--- src/rtl/ping_monitor_pkg.sv ---
// ping_monitor_pkg: shared FSM state encoding and default parameter constants for ping_monitor
package ping_monitor_pkg;

    typedef enum logic [1:0] {
        DISARM = 2'd0,
        LOW    = 2'd1,
        HIGH   = 2'd2,
        STUCK  = 2'd3
    } state_e;

    localparam int          DEF_EPOCH_W   = 16;
    localparam int          DEF_STUCK_MAX = 4;
    localparam int          DEF_TO_W      = 33;
    localparam logic [32:0] DEF_TIMEOUT   = 33'h1_0000_0010;

endpackage

--- src/rtl/ping_edge_fsm.sv ---
// ping_edge_fsm: turns rising ping levels into event strobes and detects ping held high too long
module ping_edge_fsm
    import ping_monitor_pkg::*;
#(
    parameter int STUCK_MAX = DEF_STUCK_MAX
) (
    input  logic       clk,
    input  logic       rst,
    input  logic       ping,
    output logic       evt,
    output logic       stuck_set,
    output logic [1:0] state
);

    localparam int              HC_W    = $clog2(STUCK_MAX);
    localparam logic [HC_W-1:0] HC_LAST = HC_W'(STUCK_MAX - 1);

    state_e          state_q, state_d;
    logic [HC_W-1:0] high_cnt_q, high_cnt_d;

    assign state = state_q;

    // next state, high-level run length, and the combinational event/stuck strobes
    always_comb begin
        state_d    = state_q;
        high_cnt_d = high_cnt_q;
        evt        = 1'b0;
        stuck_set  = 1'b0;
        unique case (state_q)
            DISARM: if (!ping) state_d = LOW;
            LOW: if (ping) begin
                state_d = HIGH;
                evt     = 1'b1;
            end
            HIGH: if (!ping) state_d = LOW;
                else if (high_cnt_q == HC_LAST) begin
                    state_d   = STUCK;
                    stuck_set = 1'b1;
                end else high_cnt_d = high_cnt_q + HC_W'(1);
            STUCK: if (!ping) state_d = LOW;
            default: state_d = DISARM;
        endcase
        if (state_d == LOW) high_cnt_d = '0;
    end

    // state register; reset parks in DISARM so a level already high is never counted
    always_ff @(posedge clk) begin
        if (rst) begin
            state_q    <= DISARM;
            high_cnt_q <= '0;
        end else begin
            state_q    <= state_d;
            high_cnt_q <= high_cnt_d;
        end
    end

endmodule

--- src/rtl/ping_monitor.sv ---
// ping_monitor: counts ping events, raises an acked irq, flags overrun/stuck/timeout (timeout under PING_MON_TIMEOUT_EN)
module ping_monitor
    import ping_monitor_pkg::*;
#(
    parameter int              EPOCH_W   = DEF_EPOCH_W,
    parameter int              STUCK_MAX = DEF_STUCK_MAX,
    parameter int              TO_W      = DEF_TO_W,
    parameter logic [TO_W-1:0] TIMEOUT   = TO_W'(DEF_TIMEOUT)
) (
    input  logic               clk,
    input  logic               rst,
    input  logic               ping,
    input  logic               irq_en,
    input  logic               irq_ack,
    input  logic               clr,
    output logic               ping_evt,
    output logic [EPOCH_W-1:0] epoch_cnt,
    output logic               epoch_ovf,
    output logic               irq,
    output logic               overrun,
    output logic               stuck,
    output logic               timeout
);

    logic               evt, stuck_set;
    logic [1:0]         state;
    logic               irq_cur;
    logic [EPOCH_W-1:0] epoch_base;
    logic               ping_evt_q, ping_evt_d;
    logic [EPOCH_W-1:0] epoch_cnt_q, epoch_cnt_d;
    logic               epoch_ovf_q, epoch_ovf_d;
    logic               irq_q, irq_d;
    logic               overrun_q, overrun_d;
    logic               stuck_q, stuck_d;

    ping_edge_fsm #(.STUCK_MAX(STUCK_MAX)) u_fsm (
        .clk       (clk),
        .rst       (rst),
        .ping      (ping),
        .evt       (evt),
        .stuck_set (stuck_set),
        .state     (state)
    );

    // clr wipes the flags first, then the same-cycle event is applied on top
    always_comb begin
        irq_cur     = clr ? 1'b0 : irq_q;
        epoch_base  = clr ? '0 : epoch_cnt_q;
        ping_evt_d  = evt;
        epoch_cnt_d = epoch_base + EPOCH_W'(evt);
        epoch_ovf_d = (~clr & epoch_ovf_q) | (evt & (&epoch_base));
        irq_d       = evt ? (irq_en | (irq_cur & ~irq_ack)) : (irq_cur & ~irq_ack);
        overrun_d   = (~clr & overrun_q) | (evt & irq_cur & ~irq_ack);
        stuck_d     = (~clr & stuck_q) | stuck_set;
    end

    // registered outputs so no input reaches an output combinationally
    always_ff @(posedge clk) begin
        if (rst) begin
            ping_evt_q  <= 1'b0;
            epoch_cnt_q <= '0;
            epoch_ovf_q <= 1'b0;
            irq_q       <= 1'b0;
            overrun_q   <= 1'b0;
            stuck_q     <= 1'b0;
        end else begin
            ping_evt_q  <= ping_evt_d;
            epoch_cnt_q <= epoch_cnt_d;
            epoch_ovf_q <= epoch_ovf_d;
            irq_q       <= irq_d;
            overrun_q   <= overrun_d;
            stuck_q     <= stuck_d;
        end
    end

    assign ping_evt  = ping_evt_q;
    assign epoch_cnt = epoch_cnt_q;
    assign epoch_ovf = epoch_ovf_q;
    assign irq       = irq_q;
    assign overrun   = overrun_q;
    assign stuck     = stuck_q;

`ifdef PING_MON_TIMEOUT_EN
    logic [TO_W-1:0] to_cnt_q, to_cnt_d;
    logic            timeout_q, timeout_d;
    logic            armed, to_hit;

    // cycles since the last event while armed; saturates at TIMEOUT-1
    always_comb begin
        armed     = state != DISARM;
        to_hit    = armed && (to_cnt_q == TIMEOUT - TO_W'(1));
        to_cnt_d  = (clr | evt) ? '0 : (!armed || to_hit) ? to_cnt_q : to_cnt_q + TO_W'(1);
        timeout_d = (~clr & timeout_q) | (to_hit & ~clr & ~evt);
    end

    // timeout counter and sticky flag
    always_ff @(posedge clk) begin
        if (rst) begin
            to_cnt_q  <= '0;
            timeout_q <= 1'b0;
        end else begin
            to_cnt_q  <= to_cnt_d;
            timeout_q <= timeout_d;
        end
    end

    assign timeout = timeout_q;
`else
    logic unused_to;

    assign unused_to = ^{TIMEOUT, state};
    assign timeout   = 1'b0;
`endif

endmodule

--- config.mk ---
export PLATFORM = sky130hd
export DESIGN_NAME = ping_monitor
export DESIGN_NICKNAME = d
export VERILOG_FILES = /design/src/rtl/ping_monitor_pkg.sv /design/src/rtl/ping_edge_fsm.sv /design/src/rtl/ping_monitor.sv
export SDC_FILE = /design/constraint.sdc
export NUM_CORES = 1
export LEC_CHECK = 0
export ABC_AREA = 1
export BUFFER_PORTS_ARGS = -buffer_cell sky130_fd_sc_hd__buf_2
export CORE_ASPECT_RATIO = 0.9
export CORE_UTILIZATION = 45
export DETAILED_ROUTE_END_ITERATION = 12
export HOLD_SLACK_MARGIN = 0.06
export PLACE_DENSITY = 0.73
export SLEW_MARGIN = 0
export SYNTH_ARGS = -nofsm -noshare
export SYNTH_HDL_FRONTEND = slang
export SYNTH_HIERARCHICAL = 1
export SYNTH_SLANG_ARGS = --single-unit
--- constraint.sdc ---
create_clock -name clk -period 4.2 [get_ports clk]
set_clock_uncertainty 0.05 [all_clocks]
set_input_delay 1.05 -clock clk [delete_from_list [all_inputs] [get_ports clk]]
set_output_delay 1.05 -clock clk [all_outputs]
set_load 0.01 [all_outputs]
# Word-level counts from Yosys, hierarchy flattened
# Cells that the tools add are included.
dict set report word_totals {
  register_bits 25
  latchBits 0
  ram_bits 0
  mem_bits_ro 0
  wordCells 47
  mem_count 0
}
dict set report op_classes {
  n_addsub 2
  mul 0
  div_mod_pow 0
  magnitude_cmp 0
  eq_ne 5
  n_shift 0
  mux 13
  bitwise_logic 14
  n_reduce_logical 5
}
# operator n
set op_table {}
lappend op_table {{16-bit by 1-bit adder with 16-bit output} 1}
lappend op_table {{16-bit two-way mux} 1}
lappend op_table {{16-bit AND reduction} 1}
lappend op_table {{2-bit two-way mux} 4}
lappend op_table {{1-bit bitwise AND} 7}
lappend op_table {{1-bit two-way mux} 7}
lappend op_table {{2-bit equality test, second input constant} 3}
lappend op_table {{2-bit case mux with 3 select lines} 1}
lappend op_table {{2-bit by 1-bit equality test with 1-bit output, second input constant} 2}
lappend op_table {{1-bit bitwise OR} 4}
lappend op_table {{2-bit OR reduction} 2}
lappend op_table {{1-bit inverter} 3}
lappend op_table {{3-bit AND reduction} 1}
lappend op_table {{2-bit by 1-bit adder with 2-bit output, second input constant} 1}
lappend op_table {{2-bit logical NOT} 1}

# Longest topological paths before layout
dict set report depth {
  depth_word 6
  depth_mapped 13
  ltp_nobuf 13
}

# Cells and area by module
# The synthesis kept the hierarchy.
# mod instances cells_each area_per_inst_um2
set modules_own_cells {}
lappend modules_own_cells {ping_monitor 1 168 1133.6}
lappend modules_own_cells {ping_edge_fsm 1 45 294.0}

# Least setup slack after synthesis
# OpenSTA, ideal clock, no wires.
dict set report synth_path {
  kind {in2reg}
  start {in ping}
  end {reg epoch_cnt_q[10] (netlist: epoch_cnt[10])}
  setup_time_ps 118
  t_arrival_ps 2024
  setup_slack_ps 2009
  stages 9
  path_cell_list {nand2_1 inv_1 ha_1 ha_1 nand3_1 nor2_1 nand2_1 nor3_1 nor2_1}
}
dict set report synth_via {
  elab_chain_cells 3
}
# element line_no
set synth_rtl {}
lappend synth_rtl {{start, declared} ping_monitor.sv:12} ;# input logic ping,
lappend synth_rtl {{1-bit two-way mux} ping_edge_fsm.sv:31} ;# LOW: if (ping) begin
lappend synth_rtl {{1-bit two-way mux} ping_edge_fsm.sv:29} ;# unique case (state_q)
lappend synth_rtl {{net evt} ping_monitor.sv:25} ;# logic evt, stuck_set;
lappend synth_rtl {{16-bit by 1-bit adder with 16-bit output} ping_monitor.sv:50} ;# epoch_cnt_d = epoch_base + EPOCH_W'(evt);
lappend synth_rtl {{end signal, assigned} ping_monitor.sv:68} ;# epoch_cnt_q <= epoch_cnt_d;
lappend synth_rtl {{end, declared} ping_monitor.sv:30} ;# logic [EPOCH_W-1:0] epoch_cnt_q, epoch_cnt_d;
# The timed path passes the listed nets, and every way through them passes these cells.
# A chain may end at the register's enable or synchronous reset.

# Final worst setup path
dict set report layout_path {
  start {in clr}
  end {reg epoch_cnt_q[10] (netlist: epoch_cnt[10])}
}
dict set report layout_via {
  elab_chain_cells 2
}
# element line_no
set layout_rtl {}
lappend layout_rtl {{start, declared} ping_monitor.sv:15} ;# input logic clr,
lappend layout_rtl {{16-bit two-way mux} ping_monitor.sv:48} ;# epoch_base = clr ? '0 : epoch_cnt_q;
lappend layout_rtl {{16-bit by 1-bit adder with 16-bit output} ping_monitor.sv:50}
# No other way between the ends.

==> results.py <==
metrics = {
    "run_status": {
        "status": "finished clean",
    },
    "cells_and_area": {
        "finalNonFillerCells": 281,
        "fill_cells": 330,
        "postLayoutCoreUtil": 0.527,
        "drive_above_1_share": 0.197,
        "nNetsFinal": 252,
        "syn2layout_area_growth_pct": 12.3,
        "n_antenna_cell": 0,
    },
    "critical_path": {
        "critPathMaxFanout": 25,
        "path_depth": 11,
        "critPathKind": "input pin to flop",
        "cp-endpoint": "epoch_cnt[10]$_SDFF_PP0_",
        "max_stage_delay_ns": 0.22,
        "r2r-end": "epoch_cnt[10]$_SDFF_PP0_",
        "critPathCaptureType": "flop",
        "cpMaxStageDelayCell": "inv_4",
        "worstPathArrival_ns": 2.54,
        "worst-endpoint-required_ns": 4.41,
        "cp_cell_sequence": "buf_2 > inv_4 > nand2_2 > inv_1 > ha_1 > nand3_1 > nor2_1 > nand2_1 > o21bai_1 > nand2_1 > nor2_1",
        "r2r_slack_ns": 2.26,
        "crit_start": "clr",
        "ff2ff_path_depth": 12,
        "reg2reg_from": "u_fsm/state[1]$_SDFF_PP0_",
        "crit_family": "simple AND/OR/NAND/NOR gates",
        "startpoint_type": "input pin",
        "path_buf_inv": 3,
    },
    "global_routing": {
        "gr-total-overflow": 0,
        "grt_first_pass_wirelength_mm": 5.18,
        "grt_max_degree": 26,
        "grt_pass1_vias": 1251,
        "antenna_found_initial": 0,
        "grt_use_total": 0.197,
    },
    "power_and_ir_drop": {
        "combPwrFrac": 0.150,
        "vdd_drop_max_uv": 150,
        "seq_power_share": 0.591,
        "pwr-share-clk": 0.259,
        "power_density_mw_per_mm2": 264,
        "p_total_uw": 423,
        "swShare": 0.285,
        "p_int_uw": 302,
        "switchingPower_uw": 120,
        "p_leak_uw": 0.000757,
    },
    "synth": {
        "async_flop_share": 0,
        "syn_avg_cell_area_um2": 6.70,
        "ys_ff_latch": 25,
        "synth-edff-count": 0,
        "synth_cell_types": 27,
        "synth_flop_cell": "dfxtp_1",
        "synth_top_area_frac": 0.351,
        "ys_seq_area_frac": 0.351,
        "netlist_instances": 213,
        "synth_area_mm2": 0.00143,
        "synthTopCellsByCount": "inv_1, nand2_1, nor2_1",
        "yosysTopAreaCell": "dfxtp_1",
        "synth_area_leaders": "dfxtp_1, inv_1, nand2_1, nor2_1, nand3_1",
        "yosys_warnings": 6,
        "syn-num-nets": 225,
    },
    "die": {
        "dieArea_mm2": 0.00340,
        "fp.dieH_um": 55.4,
        "rows": 19,
        "io_pins": 28,
        "core_area_mm2": 0.00304,
        "die_w_um": 61.4,
        "initial_utilization": 0.469,
    },
    "route": {
        "drt_pass1_iterations": 4,
        "vias_per_cell": 4.75,
        "vias": 1334,
        "drc": 0,
        "routed_wl_mm": 2.91,
        "detail-route-antenna-nets": 0,
        "drt-wirelength-per-cell_um": 10.3,
        "drt-initial-drc-count": 91,
    },
    "placement": {
        "place.gp.congestion": 0.857,
        "io_buffers": 26,
        "dpl.cell_count": 277,
        "dp_hpwl_mm": 2.25,
    },
    "clock_tree": {
        "cts_htree_levels": 1,
        "numClockSinks": 25,
        "cts_hold_buf": 0,
        "cts_root_buf": "clkbuf_4",
        "post-cts-setup-buffers": 0,
        "clkTransAtPathRegs_ns": 0.15,
        "cts_buffers": 3,
        "post_cts_resized": 0,
        "clk_latency_ns": 0.33,
        "clockBufferDepth": 2,
        "cts_tree": "yes",
    },
    "timing": {
        "tns_ns": 0,
        "rsz0062_at_grt": "false",
        "timing.final.crit_share": 0.556,
        "hold_ws_ns": 0.413,
        "layout_min_cycle_time_ns": 2.34,
        "hold_violations": 0,
        "drv_slew": 0,
        "fmax_mhz": 428,
        "finalSetupViolCount": 0,
    },
    "flow_run": {
        "max_cap_violations": 0,
    },
    "min_path": {
        "hold_class": "flop to flop",
    },
}
[flip-flops by register name, indices dropped and copies added (netlist names)]
name,cells
epoch_ovf,1
u_fsm/state,2
overrun,1
irq,1
stuck,1
ping_evt,1
epoch_cnt,16
u_fsm/high_cnt_q,2
[worst min path at each step]
stage / startpoint / end / slack [ns] / cells after the start
2_1_floorplan: overrun$_SDFF_PP0_ / overrun$_SDFF_PP0_ / 0.42 / 2
3_3_place_gp: overrun$_SDFF_PP0_ / overrun$_SDFF_PP0_ / 0.39 / 2
3_5_place_dp: overrun$_SDFF_PP0_ / overrun$_SDFF_PP0_ / 0.39 / 2
4_1_cts: overrun$_SDFF_PP0_ / overrun$_SDFF_PP0_ / 0.41 / 2
5_1_grt: overrun$_SDFF_PP0_ / overrun$_SDFF_PP0_ / 0.45 / 2
6_report: overrun$_SDFF_PP0_ / overrun$_SDFF_PP0_ / 0.41 / 2
[layout by cell type (no fill, tap or decap), types with 6 or more instances in the layout]
master,instances
ha_1,6
nand3_1,18
a21oi_1,11
buf_2,26
dfxtp_1,25
nor2_1,34
nand2_1,38
inv_1,38
[worst register-to-register path, stage by stage (launching register included)]
cell      delay, ns
dfxtp_1        0.35
inv_1          0.10
ha_1           0.15
nand2_1        0.05
inv_1          0.10
ha_1           0.18
ha_1           0.20
nand3_1        0.11
nor2_1         0.16
nand2_1        0.14
o21bai_1       0.15
nand2_1        0.06
nor2_1         0.09
[per-stage QoR]
stage	cell area, um^2	setup slack, ns
after CTS	1600	1.86
after global routing	1600	1.71
after floorplan	1430	2.01
final	1600	1.86
after global placement	1580	1.62
after detailed placement	1580	1.52
[metal layers]
layer / share of wire / routed length [um] / GRT usage
met2: 0.44 / 1280 / 0.307
met3: 0.055 / 159 / 0.0632
met1: 0.48 / 1400 / 0.258
met5: 0 / 0 / 0
met4: 0.022 / 63 / 0.0571
[layout make-up]
type                            instances  area (um^2)  share of cell area
Tap cell                               42         52.6              0.0328
Clock buffer                            3         22.5              0.0141
Timing Repair Buffer                   26          130              0.0812
Sequential cell                        25          500               0.312
Clock inverter                          1         5.00             0.00312
Inverter                               42          160              0.0999
Multi-Input combinational cell        142          732               0.457
[kinds of logic after synthesis]
kind of cell | Yosys count | synth area share
simple gates | 109 | 0.351
buf+inv | 46 | 0.137
flops | 25 | 0.351
compound gates | 24 | 0.0947
fa+ha+maj | 6 | 0.0526
xor+xnor | 2 | 0.0123
other cells | 1 | 0.00263
[power groups by stage]
stage / combinational (uW) / sequential [uW] / clock [uW]
3_5_place_dp: 63.9 / 255 / 0
3_3_place_gp: 62.7 / 255 / 0
2_1_floorplan: 50.2 / 255 / 0
6_report: 63.5 / 250 / 109
5_1_grt: 74.7 / 251 / 123
4_1_cts: 63.9 / 250 / 111
No activity file was read; power rests on OpenSTA's default activity.
